===== src/rtl/fetch_pc_stage.sv =====
// Fetch stage of the 16-bit pipelined core: program counter, IF/ID register,
// branch redirect (B / BR), hazard stall and HLT drain handling.
module fetch_pc_stage #(
  parameter logic [15:0] RESET_PC   = 16'h0000,
  parameter logic [3:0]  HLT_OPCODE = 4'hF,
  parameter logic [15:0] NOP_INSTR  = 16'h0000
) (
  input  logic        clk,
  input  logic        rst_n,
  input  logic        stall,
  input  logic        pc_src,
  input  logic        br_reg_sel,
  input  logic [15:0] br_reg_val,
  output logic [15:0] imem_addr,
  input  logic [15:0] imem_instr,
  output logic [15:0] if_id_instr,
  output logic [15:0] if_id_pc_plus2,
  output logic        if_id_valid,
  output logic        halted
);

  typedef enum logic [1:0] {
    ST_RUN    = 2'd0,
    ST_DRAIN  = 2'd1,
    ST_HALTED = 2'd2
  } state_e;

  state_e      state_q, state_d;
  logic [15:0] pc_q, pc_d;
  logic [15:0] instr_q, instr_d;
  logic [15:0] pp2_q, pp2_d;
  logic        valid_q, valid_d;
  logic        halted_q, halted_d;

  logic [15:0] pc_plus2_s;
  logic [15:0] b_target_s;
  logic [15:0] target_s;
  logic        is_hlt_s;

  // Sequential-address, branch-target and HLT-detect datapath.
  always_comb begin
    pc_plus2_s = pc_q + 16'd2;
    // B offset is the sign-extended 9-bit word offset scaled to bytes.
    b_target_s = pp2_q + {{6{instr_q[8]}}, instr_q[8:0], 1'b0};
    if (br_reg_sel) begin
      target_s = br_reg_val;
    end else begin
      target_s = b_target_s;
    end
    is_hlt_s = (imem_instr[15:12] == HLT_OPCODE);
  end

  // Next-state logic: stall > redirect > halt > normal fetch.
  always_comb begin
    state_d  = state_q;
    pc_d     = pc_q;
    instr_d  = instr_q;
    pp2_d    = pp2_q;
    valid_d  = valid_q;
    halted_d = halted_q;
    case (state_q)
      ST_RUN: begin
        if (stall) begin
          state_d = state_q;
        end else if (pc_src) begin
          // Wrong-path fetch (including a HLT) is squashed into a bubble.
          pc_d    = target_s;
          instr_d = NOP_INSTR;
          pp2_d   = pc_plus2_s;
          valid_d = 1'b0;
        end else if (is_hlt_s) begin
          instr_d = imem_instr;
          pp2_d   = pc_plus2_s;
          valid_d = 1'b1;
          state_d = ST_DRAIN;
        end else begin
          pc_d    = pc_plus2_s;
          instr_d = imem_instr;
          pp2_d   = pc_plus2_s;
          valid_d = 1'b1;
        end
      end
      ST_DRAIN: begin
        if (stall) begin
          state_d = state_q;
        end else begin
          instr_d  = NOP_INSTR;
          valid_d  = 1'b0;
          halted_d = 1'b1;
          state_d  = ST_HALTED;
        end
      end
      ST_HALTED: begin
        halted_d = 1'b1;
      end
      default: begin
        state_d = ST_RUN;
      end
    endcase
  end

  // State and pipeline registers with synchronous active-low reset.
  always_ff @(posedge clk) begin
    if (!rst_n) begin
      state_q  <= ST_RUN;
      pc_q     <= RESET_PC;
      instr_q  <= NOP_INSTR;
      pp2_q    <= 16'h0000;
      valid_q  <= 1'b0;
      halted_q <= 1'b0;
    end else begin
      state_q  <= state_d;
      pc_q     <= pc_d;
      instr_q  <= instr_d;
      pp2_q    <= pp2_d;
      valid_q  <= valid_d;
      halted_q <= halted_d;
    end
  end

  assign imem_addr      = pc_q;
  assign if_id_instr    = instr_q;
  assign if_id_pc_plus2 = pp2_q;
  assign if_id_valid    = valid_q;
  assign halted         = halted_q;

endmodule


===== config.mk =====
export PLATFORM = sky130hd
export DESIGN_NAME = fetch_pc_stage
export DESIGN_NICKNAME = d
export VERILOG_FILES = /design/src/rtl/fetch_pc_stage.sv
export SDC_FILE = /design/constraint.sdc
export NUM_CORES = 1
export LEC_CHECK = 0
export ABC_AREA = 1
export BUFFER_PORTS_ARGS = -buffer_cell sky130_fd_sc_hd__buf_2
export CAP_MARGIN = 20
export CORE_ASPECT_RATIO = 2
export CORE_MARGIN = 2
export CORE_UTILIZATION = 54
export CTS_CLUSTER_DIAMETER = 80
export DETAILED_ROUTE_END_ITERATION = 8
export HOLD_SLACK_MARGIN = 0.05
export PLACE_DENSITY_LB_ADDON = 0.3
export SYNTH_ARGS = -nofsm -noshare
export SYNTH_HDL_FRONTEND = slang
export SYNTH_SLANG_ARGS = --single-unit

===== constraint.sdc =====
create_clock -name clk -period 2.5 [get_ports clk]
set_input_delay 0.5 -clock clk [delete_from_list [all_inputs] [get_ports clk]]
set_output_delay 0.5 -clock clk [all_outputs]
set_load 0.02 [all_outputs]

==> run metrics <==
CP peak stage delay=between 0.3 and 0.4 ns; Overflow after GRT=0; period utilisation layout=81.55%; Post-CTS Setup Inserts=0; cell mode on critical path=nand3_1; Post-Synth XOR/XNOR Area=around 3.6%; Hold Vio Cnt, Final=0; Seq cells post-synth=52; CTS tree=done; Clk pin slew, worst setup/hold paths=approximately 0.06 ns; die area=6994 sq um; highest-count cells in the layout ignoring fill and taps=nand2_1, buf_2, inv_1; wire per inst=14.01 microns; Port Buffers=86; Starting Density=54.85%; status=complete, no violations; final WL=approximately 9.7 mm; Stages on worst setup path=11; DR pass1 iterations=5; Core Footprint=6207 sq um; antenna violations before repair=0; global-route wire length before repair=15.47 mm; asr flop ratio synth=0%; fin. max-slew vios=0; CTS resizes=0; Ports=87; area delta synth->final=18.96%; overall global routing resource usage=~30%; Yosys top cell area share=30.58%; hold_buf cts=0; Startpoint Class=flip-flop; post-layout min period=2.039 ns; CTS sink cnt=52; Finished Cell Area=slightly above 4000 sq um; Synth cell types=33; Clk Latency, worst-skew pair=0.29 ns; CP Cell Sequence=ha_1, inv_1, fa_1, inv_1, nand3_1, nand3_1, a21oi_1, or2_2, nand3_1, a21oi_1, nor2_1; post-synthesis simple-gate area fraction=approximately a third; buffers plus inverters on the worst setup path=2; Leakage=0.002115 uW; CP arrival=2.27 ns; Max H-tree Level=2; CP max FO=4; antenna viol nets, final=0; YS warnings=0; Root Buffer=clkbuf_16; peak supply drop=between 300 and 400 uV; area share of fa/ha/maj cells after synthesis=6.101%; die width=between 60 and 70 microns; setup TNS=0 ns; vias in the first global route=3291; HP Class=flip-flop to flip-flop; Die Y=116.3 microns; hold-critical path depth=2; Post-DP Area=3904 sq um; most common cell after layout, fill and taps aside=nand2_1; Max clock buf depth=2; Max-slew headroom=54.35%; Syn Area/Cell=6.497 sq um; number of fillers in the final layout=600; Max-Cap Viols=0; Compound-Gate Fraction of Synth Area=14.96%; Slew @ Worst Pin=0.6841 ns; Num CTS Buffers=5; CP top delay family=simple AND/OR/NAND/NOR gates; Nets=approximately 660; Top FF cell, synth=dfxtp_1; CP Capture Type=flip-flop; Setup CP Type=flip-flop to flip-flop; R2R Setup Slk=0.46 ns; clock skew=0.004737 ns; final number of setup-violating endpoints=0; Post-synth EDFFs=0; Required @ worst endpoint=2.73 ns; Iter 0 DRT Violations=approximately 190; RSZ-0062 raised after global routing=no; num rows=41; Overall Power=2099 uW; Ant. Diodes=0; Post-Syn Area=between 3000 and 4000 sq um; Synth area leader=dfxtp_1; DR vias=roughly 3600; share of layout cells above drive strength 1=a little under 20%; CP max stage cell=fa_1; Mapped Cells=524; Max Freq=0.4905 GHz; largest net degree at the start of global routing=40; routed vias/inst=approximately 5.2; largest family of logic cells by synthesized area=simple AND/OR/NAND/NOR gates; syn_nets=577; PwrDens=518.2 nW/um^2; FF-to-FF path depth=11; Synth area leaders=dfxtp_1, nand2_1, a21oi_1, nand3_1, inv_1; mux cell area share after synthesis=0%; GP Congestion=0.9369; HPWL Detailed=7.350 mm; Post-route DRC=0; Seq/Total Area, Yosys=30.58%
final cells by class:
type / instances / area (sq um) / share of cell area, %
Clock buffer: 8 / 146.4 / 3.614
Inverter: 71 / 266.5 / 6.580
Multi-Input combinational cell: 380 / 1986 / 49.03
Sequential cell: 52 / 1041 / 25.70
Tap cell: 86 / 107.6 / 2.657
Timing Repair Buffer: 94 / 503.0 / 12.42
power by group:
group	internal [uW]	switching (uW)	total, uW
combinational	165	305	470
sequential	879	55.7	935
clock	400	294	694
cells in the mapped netlist (7+ instances only):
cell and instances:
nand2_1 129, inv_1 65, a21oi_1 53, dfxtp_1 52, nand3_1 49, nor2_1 46
o21ai_0 30, ha_1 15, clkbuf_1 10, nand4_1 10, xor2_1 9, o211ai_1 7
path summary, 6_finish.rpt:
check                 endpoint           start
setup / recovery  imem_addr[9]  if_id_instr[0]
hold / removal     if_id_valid     if_id_valid
setup reg to reg  imem_addr[9]  if_id_instr[0]
hold reg to reg    if_id_valid     if_id_valid
layer usage:
| metal | global-route usage (%) | vias up | share of wire [%] | wire [microns] |
|---|---|---|---|---|
| li1 | - | 1860 | - | - |
| met1 | 34.27 | 1572 | 39 | 3753 |
| met2 | 48.62 | 146 | 49 | 4754 |
| met3 | 4.208 | 39 | 6.2 | 597 |
| met4 | 19.56 | 0 | 6.0 | 577 |
| met5 | 0 | - | 0 | 0 |
logic make-up after synthesis:
kind of cell	after synthesis
adder cells (fa/ha/maj)	16
buffers and inverters	92
XOR/XNOR	14
flip-flops	52
AO/OA/AOI/OAI	96
AND/OR/NAND/NOR	254
stage by stage:
stage	hold WS, ns	cells	utilization [%]	worst slack, ns
final	0.4600	691	65.25	0.4613
after global placement	0.4476	683	62.89	0.5864
after floorplan	0.4737	524	-	0.5456
after global routing	0.4818	691	65.25	0.2701
after detailed placement	0.4536	683	62.89	0.5536
after CTS	0.4635	691	65.25	0.4829
flip-flops by register name, summed over array words and instances (netlist names):
| name | flops |
|---|---|
| if_id_instr | 16 |
| if_id_pc_plus2 | 16 |
| imem_addr | 16 |
| state_q | 2 |
| halted | 1 |
| if_id_valid | 1 |
worst reg2reg max path: stages (launching register included):
cell and delay, ns:
dfxtp_1 0.36, ha_1 0.20, inv_1 0.06, fa_1 0.38, inv_1 0.10, nand3_1 0.07
nand3_1 0.16, a21oi_1 0.13, or2_2 0.29, nand3_1 0.08, a21oi_1 0.08, nor2_1 0.08
Note: power is estimated with default switching activity, not from simulation.
